--- src/rtl/loader_pkg.sv ---
// Shared definitions for the instruction-memory loader: FSM encoding and
// frame-format constants.
package loader_pkg;

    typedef enum logic [2:0] {
        IDLE,
        LEN_LO,
        LEN_HI,
        PAYLOAD,
        WRITE,
        CHECK,
        DONE,
        ERROR
    } state_t;

    localparam int HDR_LEN = 2;
    localparam int CSUM_W  = 8;

endpackage

--- src/rtl/imem_word_packer.sv ---
// Packs an accepted byte stream into 32-bit little-endian words; word_ready
// flags the cycle in which the fourth byte of a word is accepted.
module imem_word_packer (
    input  logic        clk,
    input  logic        rst,
    input  logic        clear,
    input  logic        byte_en,
    input  logic [7:0]  byte_in,
    output logic [31:0] word,
    output logic        word_ready
);

    logic [1:0]  lane;
    logic [31:0] word_q;

    // Bytes enter at the top and shift down, so after four bytes the first
    // one sits in lane 0 (least-significant byte).
    always_ff @(posedge clk) begin
        if (!rst || clear) begin
            lane   <= 2'd0;
            word_q <= 32'd0;
        end else if (byte_en) begin
            word_q <= {byte_in, word_q[31:8]};
            lane   <= lane + 2'd1;
        end
    end

    assign word       = word_q;
    assign word_ready = byte_en && (lane == 2'd3);

endmodule

--- src/rtl/imem_loader.sv ---
// Program loader: receives a framed, checksummed byte image, writes it into
// instruction memory and releases the core reset once the image verifies.
module imem_loader
    import loader_pkg::*;
#(
    parameter logic [31:0] BASE_ADDR = 32'h0000_0000,
    parameter int          MAX_WORDS = 256,
    parameter int          CNT_W     = 16
) (
    input  logic             clk,
    input  logic             rst,
    input  logic             start,
    input  logic [7:0]       byte_in,
    input  logic             byte_valid,
    output logic             byte_ready,
    output logic             instr_wr_e,
    output logic [31:0]      instr_addr,
    output logic [31:0]      instr_data,
    output logic             cpu_rst_n,
    output logic             done,
    output logic             error,
    output logic [CNT_W-1:0] word_count
);

    localparam logic [CNT_W-1:0] MAX_N = CNT_W'(MAX_WORDS);

    state_t            state_q, state_d;
    logic [CNT_W-1:0]  len_q;
    logic [CNT_W-1:0]  wc_q;
    logic [CSUM_W-1:0] sum_q;
    logic [CSUM_W-1:0] sum_next;
    logic [31:0]       addr_q;
    logic [CNT_W-1:0]  len_full;
    logic              xfer;
    logic              start_ok;
    logic              word_ready;
    logic [31:0]       packed_word;

    assign byte_ready = (state_q == LEN_LO) || (state_q == LEN_HI) ||
                        (state_q == PAYLOAD) || (state_q == CHECK);
    assign xfer       = byte_valid && byte_ready;
    assign start_ok   = start && ((state_q == IDLE) || (state_q == DONE) ||
                                  (state_q == ERROR));
    assign sum_next   = sum_q + CSUM_W'(byte_in);
    assign len_full   = CNT_W'({byte_in, len_q[7:0]});

    imem_word_packer u_packer (
        .clk        (clk),
        .rst        (rst),
        .clear      (start_ok),
        .byte_en    (xfer && (state_q == PAYLOAD)),
        .byte_in    (byte_in),
        .word       (packed_word),
        .word_ready (word_ready)
    );

    always_ff @(posedge clk) begin
        if (!rst) state_q <= IDLE;
        else      state_q <= state_d;
    end

    always_comb begin
        state_d = state_q;
        unique case (state_q)
            IDLE, DONE, ERROR: if (start) state_d = LEN_LO;
            LEN_LO:  if (xfer) state_d = LEN_HI;
            LEN_HI: begin
                if (xfer) begin
                    if (len_full > MAX_N)          state_d = ERROR;
                    else if (len_full == '0)       state_d = CHECK;
                    else                           state_d = PAYLOAD;
                end
            end
            PAYLOAD: if (word_ready) state_d = WRITE;
            WRITE:   state_d = (wc_q + CNT_W'(1) == len_q) ? CHECK : PAYLOAD;
            CHECK: begin
                if (xfer) state_d = (sum_next == '0) ? DONE : ERROR;
            end
            default: state_d = IDLE;
        endcase
    end

    // The write address is captured with the fourth byte so it stays stable
    // through the write and holds afterwards while word_count moves on.
    always_ff @(posedge clk) begin
        if (!rst) begin
            sum_q  <= '0;
            wc_q   <= '0;
            len_q  <= '0;
            addr_q <= BASE_ADDR;
        end else begin
            if (start_ok) begin
                sum_q <= '0;
                wc_q  <= '0;
            end else begin
                if (xfer)              sum_q <= sum_next;
                if (state_q == WRITE)  wc_q  <= wc_q + CNT_W'(1);
            end
            if (xfer && (state_q == LEN_LO)) len_q[7:0] <= byte_in;
            if (xfer && (state_q == LEN_HI)) len_q      <= len_full;
            if (word_ready) addr_q <= BASE_ADDR + (32'(wc_q) << 2);
        end
    end

    assign instr_wr_e = (state_q == WRITE);
    assign instr_addr = addr_q;
    assign instr_data = packed_word;
    assign cpu_rst_n  = (state_q == DONE);
    assign done       = (state_q == DONE);
    assign error      = (state_q == ERROR);
    assign word_count = wc_q;

endmodule

--- config.mk ---
export PLATFORM = sky130hd
export DESIGN_NAME = imem_loader
export DESIGN_NICKNAME = d
export VERILOG_FILES = /design/src/rtl/loader_pkg.sv /design/src/rtl/imem_word_packer.sv /design/src/rtl/imem_loader.sv
export SDC_FILE = /design/constraint.sdc
export NUM_CORES = 1
export LEC_CHECK = 0
export BUFFER_PORTS_ARGS = -buffer_cell sky130_fd_sc_hd__buf_2
export CORE_ASPECT_RATIO = 0.75
export CORE_UTILIZATION = 59
export CTS_CLUSTER_DIAMETER = 150
export CTS_CLUSTER_SIZE = 20
export DETAILED_ROUTE_END_ITERATION = 7
export PLACE_DENSITY = 0.83
export SETUP_SLACK_MARGIN = 0.5
export SLEW_MARGIN = 25
export SYNTH_ARGS = -nofsm -noshare
export SYNTH_HDL_FRONTEND = slang
export SYNTH_HIERARCHICAL = 1
export SYNTH_SLANG_ARGS = --single-unit
export TNS_END_PERCENT = 50
--- constraint.sdc ---
create_clock -name clk -period 8.6 [get_ports clk]
set_clock_uncertainty 0.05 [all_clocks]
set_input_delay 0.43 -clock clk [delete_from_list [all_inputs] [get_ports clk]]
set_output_delay 0.43 -clock clk [all_outputs]
set_load 0.01 [all_outputs]
* After elaboration in Yosys (flattened, before gate mapping)
Cells that the tools add are included.
** Storage, ports and cells
- Flip-flop bits (word level) :: 93
- Input port bits :: 12
- Output and inout bits :: 85
- Logic and storage cells :: 58
** Cells by class
- Add/subtract/negate cells :: 3
- Order comparisons :: 1
- Eq/ne operators :: 14
- Multiplexer cells :: 10
- Bitwise logic cells :: 2
- Reduce and logical (&&, ||, !) cells :: 20
** Operators with widths (number)
- 2-to-1 mux 3 bit :: 8
- case mux 3 bit (6 select lines) :: 1
- adder 16 x 1 -> 16 bit (second input constant) :: 1
- equality test 16 bit :: 1
- greater-than comparator 16 x 9 -> 1 bit (second input constant) :: 1
- zero test 16 bit :: 1
- equality test 3 bit (second input constant) :: 4
- adder 8 bit :: 1
- zero test 8 bit :: 1
- != test 2 bit (second input constant) :: 4
- equality test 3 x 2 -> 1 bit (second input constant) :: 2
- logical AND 1 bit :: 6
- logical OR 1 bit :: 6
- AND reduction 5 bit :: 1
- equality test 3 x 1 -> 1 bit (second input constant) :: 1
- zero test 3 bit :: 1
- OR reduction 3 bit :: 1
- adder 2 x 1 -> 2 bit (second input constant) :: 1
- equality test 2 bit (second input constant) :: 1
- != test 2 x 1 -> 1 bit (second input constant) :: 1
- inverter 1 bit :: 2
- AND reduction 2 bit :: 1
- OR reduction 2 bit :: 1
- zero test 1 bit :: 1
- 2-to-1 mux 1 bit :: 1

* Logic depth before layout (Yosys ltp)
- Depth after elaboration :: 9
- Mapped depth :: 13
- Depth with buffers taken out :: 9

* Hierarchy
Netlist, hierarchy kept.
** Modules (own cells, without submodules)
- imem_loader :: instances 1, cells an instance 397, area an instance 3343.2 µm², seq. area each 1181.1 µm²
- imem_word_packer :: instances 1, cells an instance 113, area an instance 1272.5 µm², seq. area each 680.7 µm²

* Worst setup path after synthesis
Ideal clock, no wire load.
- Path type :: flip-flop to flip-flop
- From :: register state_q[0]
- To :: register state_q[0]
- Library setup time :: 0.124 ns
- Arrival :: 2.547 ns
- Required time :: 8.426 ns
- Setup slack :: 5.879 ns
- Cell stages (with the launch flop) :: 14
- Path buffers :: 4
- Period minus slack after synthesis :: 2.721 ns
- Cells stage by stage :: dfxtp_1 > clkbuf_1 > nand2_1 > nor2_1 > buf_6 > buf_12 > and2_1 > clkbuf_1 > mux2_2 > mux2i_1 > a21oi_1 > nand3_1 > nor4_1 > a21oi_1
** On the way
- Longest elaborated chain between the ends :: 9
- Elaborated cells on any way between the ends :: 22
- Classes of those cells :: 12 x eq/ne; 1 x mux; 9 x reduce/logical
** Ends and longest elaborated chain
- start: declaration :: RTL line imem_loader.sv:27 : state_t state_q, state_d;
- start signal: assignment :: RTL line imem_loader.sv:59 : else state_q <= state_d;
- equality test 3 x 1 -> 1 bit / equality test 3 x 2 -> 1 bit (equally long branches) :: RTL line imem_loader.sv:39 : assign byte_ready = (state_q == LEN_LO) || (state_q == LEN_HI) ||
- logical OR 1 bit (2 in a row) :: RTL line imem_loader.sv:39
- logical OR 1 bit :: RTL line imem_loader.sv:40 : (state_q == PAYLOAD) || (state_q == CHECK);
- logical AND 1 bit :: RTL line imem_loader.sv:41 : assign xfer = byte_valid && byte_ready;
- logical AND 1 bit * :: RTL line imem_loader.sv:51 : .byte_en (xfer && (state_q == PAYLOAD)),
- logical AND 1 bit * :: RTL line imem_word_packer.sv:29 : assign word_ready = byte_en && (lane == 2'd3);
- named net word_ready :: RTL line imem_loader.sv:36 : logic word_ready;
- != test 2 x 1 -> 1 bit (no source line) *
- AND reduction 5 bit (no source line) *
Mark *: on every way through the listed nets, which the timed path passes. The rest lies on a longest branch.
A chain may end at the register's enable or synchronous reset.

* Final worst setup path
Same ends and word-level chain as after synthesis.

==> impl_metrics.env <==
export IMPL_status="finished clean"
export IMPL_initial_utilization=0.618
export IMPL_rsz0062_at_grt="false"
export IMPL_utilization=0.680
export IMPL_synth_commonest_cells="dfxtp_1, nor2_1, mux2i_1"
export IMPL_postSynthAreaPerCell_um2=9.05
export IMPL_totalWireLength_um=10400
export IMPL_p_switching_w=0.000360
export IMPL_insertion_delay_ns=0.36
export IMPL_drt_first_pass_iters=4
export IMPL_cts_sinks=93
export IMPL_io_buffers=80
export IMPL_drive_gt1_frac=0.188
export IMPL_worst_slack_ns=5.16
export IMPL_crit_required_ns=8.79
export IMPL_grt_ovfl_total=0
export IMPL_cts_resized=0
export IMPL_antenna_cells=0
export IMPL_cp_top_family="simple AND/OR/NAND/NOR gates"
export IMPL_p_seq_frac=0.469
export IMPL_setup_worst_path_end_class="flip-flop"
export IMPL_gp_congestion=0.876
export IMPL_drt_iter0_markers=173
export IMPL_tns_ns=0
export IMPL_synth_top_cell_area_share=0.403
export IMPL_path_clk_slew_ns=0.09
export IMPL_synth_most_common_cell="dfxtp_1"
export IMPL_crit_top_cell="a21oi_1"
export IMPL_relSlewSlack=0.424
export IMPL_wl_per_cell_um=15.4
export IMPL_seq_area_frac_synth=0.403
export IMPL_areaGrowthSynthToFinish_pct=10.0
export IMPL_async_reset_ff_frac=0
export IMPL_ys_seq_elements=93
export IMPL_setup_viol=0
export IMPL_drc=0
export IMPL_core_area_mm2=0.00747
export IMPL_synth_edf_count=0
export IMPL_cts_buffers=9
export IMPL_min_period_ns=3.44
export IMPL_dp_slack_ns=4.95
export IMPL_dieWidth_um=104
export IMPL_dp_final_hpwl_um=7310
export IMPL_rows=27
export IMPL_synth_area_top_cells="dfxtp_1, mux2i_1, nor2_1, xnor2_1, nand2_1"
export IMPL_worstMarginPinSlew_ns=0.858
export IMPL_cts_tree="done"
export IMPL_dieHeight_um=78.6
export IMPL_syn_area_mm2=0.00462
export IMPL_ys_flop_type="dfxtp_1"
export IMPL_cp_cell_sequence="nand2_1 -> nor2_4 -> buf_4 -> and2_2 -> mux2_2 -> mux2i_1 -> a21oi_1 -> nand3_1 -> nor4_1 -> a21oi_1"
export IMPL_hold_buffers=0
export IMPL_max_vdd_ir_drop_mv=0.114
export IMPL_clkPwrFrac=0.267
export IMPL_antenna_found_initial=0
export IMPL_period_share=0.400
export IMPL_multi_input_area_mm2=0.00247
export IMPL_yosysUniqueCellTypes=52
export IMPL_crit_fanout=35
export IMPL_regArea_mm2=0.00186
export IMPL_yosysWarnings=6
export IMPL_htree_num_levels=3
export IMPL_grt_max_degree=40
export IMPL_critPathBufInv=1
export IMPL_maxSlewViolCount=0
export IMPL_power_frac_comb=0.264
export IMPL_cts_setup_buffers=0
export IMPL_cpPeakStageDelay_ns=0.64
export IMPL_vias=3731
export IMPL_grt_first_pass_wirelength_um=16800
export IMPL_routed_via_density=5.53
export IMPL_leakage_nw=2.03
export IMPL_netlist_instances=510
export IMPL_hp_class="primary input to flip-flop"
export IMPL_cap_violations=0
export IMPL_cts_root_buf="clkbuf_8"
export IMPL_power_internal_w=0.000683
export IMPL_final_fill_count=618
export IMPL_arrival_ns=3.63
export IMPL_layout_nets=591
export IMPL_hold_viol=0
export IMPL_grt_usage=0.258
export IMPL_ios=97
export IMPL_cp_slowest_cell="and2_2"
export IMPL_swShare=0.345
export IMPL_fmax_ghz=0.291
export IMPL_synth_top_cell_by_area="dfxtp_1"
export IMPL_clock_path_buffers=2
export IMPL_worst_setup_path_type="flip-flop to flip-flop"
export IMPL_crit_path_start_kind="flip-flop"
export IMPL_dieArea_mm2=0.00818
export IMPL_grt_pass1_vias=3539
export IMPL_ant_nets=0
export IMPL_power_density_mw_per_mm2=205
[registers in the layout, summed over array words and instances, names as in the netlist]
register	count
len_q	16
state_q	3
u_packer/lane	2
u_packer/word	32
word_count	16
instr_addr	16
sum_q	8
[worst register-to-register path: stages, from the launching register on]
cell and delay (ns):
dfxtp_1 0.55, nand2_1 0.23, nor2_4 0.13, buf_4 0.48, and2_2 0.65, mux2_2 0.29, mux2i_1 0.09, a21oi_1 0.36
nand3_1 0.14, nor4_1 0.27, a21oi_1 0.10
[path summary, 6_finish.rpt]
kind,depth (start not counted),endpoint,startpoint,slack [ns]
max,10,state_q[0],state_q[0],5.16
min,3,len_q[0],byte_in[0],0.35
max reg2reg,10,state_q[0],state_q[0],5.16
min reg2reg,2,sum_q[6],sum_q[6],0.43
[metrics by stage]
| stage | power, W | cells | hold slack [ns] | instance area (µm²) |
|---|---|---|---|---|
| 2_1_floorplan | 0.000721 | 525 | 0.390 | 4670 |
| 3_3_place_gp | 0.000755 | 659 | 0.396 | 4890 |
| 3_5_place_dp | 0.000767 | 659 | 0.418 | 4890 |
| 4_1_cts | 0.00104 | 675 | 0.343 | 5070 |
| 5_1_grt | 0.00110 | 675 | 0.346 | 5080 |
| 6_report | 0.00104 | 675 | 0.346 | 5080 |
[layout make-up]
class,count,area share
Timing Repair Buffer,81,0.0803
Tap cell,101,0.0249
Clock buffer,12,0.0305
Sequential cell,93,0.367
Clock inverter,4,0.00616
Inverter,6,0.00443
Multi-Input combinational cell,378,0.487
[cells by family after synthesis]
| family | share of synthesized area |
|---|---|
| and+or+nand+nor | 0.205 |
| DFF | 0.403 |
| muxes | 0.128 |
| AOI/OAI and AO/OA | 0.0819 |
| buffers and inverters | 0.0759 |
| xor gates and xnor gates | 0.0759 |
| adders and majority gates | 0.0287 |
| other | 0.000812 |
[power groups by stage]
stage,clock network (W),logic (W),registers [W]
floorplan,0,0.000240,0.000481
global placement,0,0.000260,0.000495
detailed placement,0,0.000269,0.000498
CTS,0.000280,0.000272,0.000488
global route,0.000301,0.000303,0.000494
finish,0.000279,0.000275,0.000490
[per-layer routing]
metal | wire length (µm) | share of wire | track usage
met3 | 602 | 0.058 | 0.0640
met1 | 4610 | 0.44 | 0.319
met5 | 0 | 0 | 0
met2 | 5030 | 0.48 | 0.446
met4 | 145 | 0.014 | 0.0786
[cells in the final DEF, fill, tap and decap left out, drive strengths merged, types with 2 or more instances in the layout]
cell type	Yosys	routed
a21o	2	2
nand2b	5	5
a21oi	20	20
o2111ai	2	2
nor2	67	67
o211ai	2	2
nand3	8	8
xnor2	22	22
a211o	2	2
nor2b	25	25
or3	7	7
a211oi	2	2
mux2i	58	58
a31oi	2	2
nand4	8	8
a31o	2	2
conb	1	16
or2	2	2
clkinvlp	0	3
and2	3	3
clkbuf	18	12
nand2	42	42
and3	4	4
o21ai	8	8
a21boi	10	10
xor2	18	18
nor3	14	14
buf	30	81
inv	6	7
nor4	5	5
ha	9	9
and4	2	2
dfxtp	93	93
(Power assumes the default switching activity.)
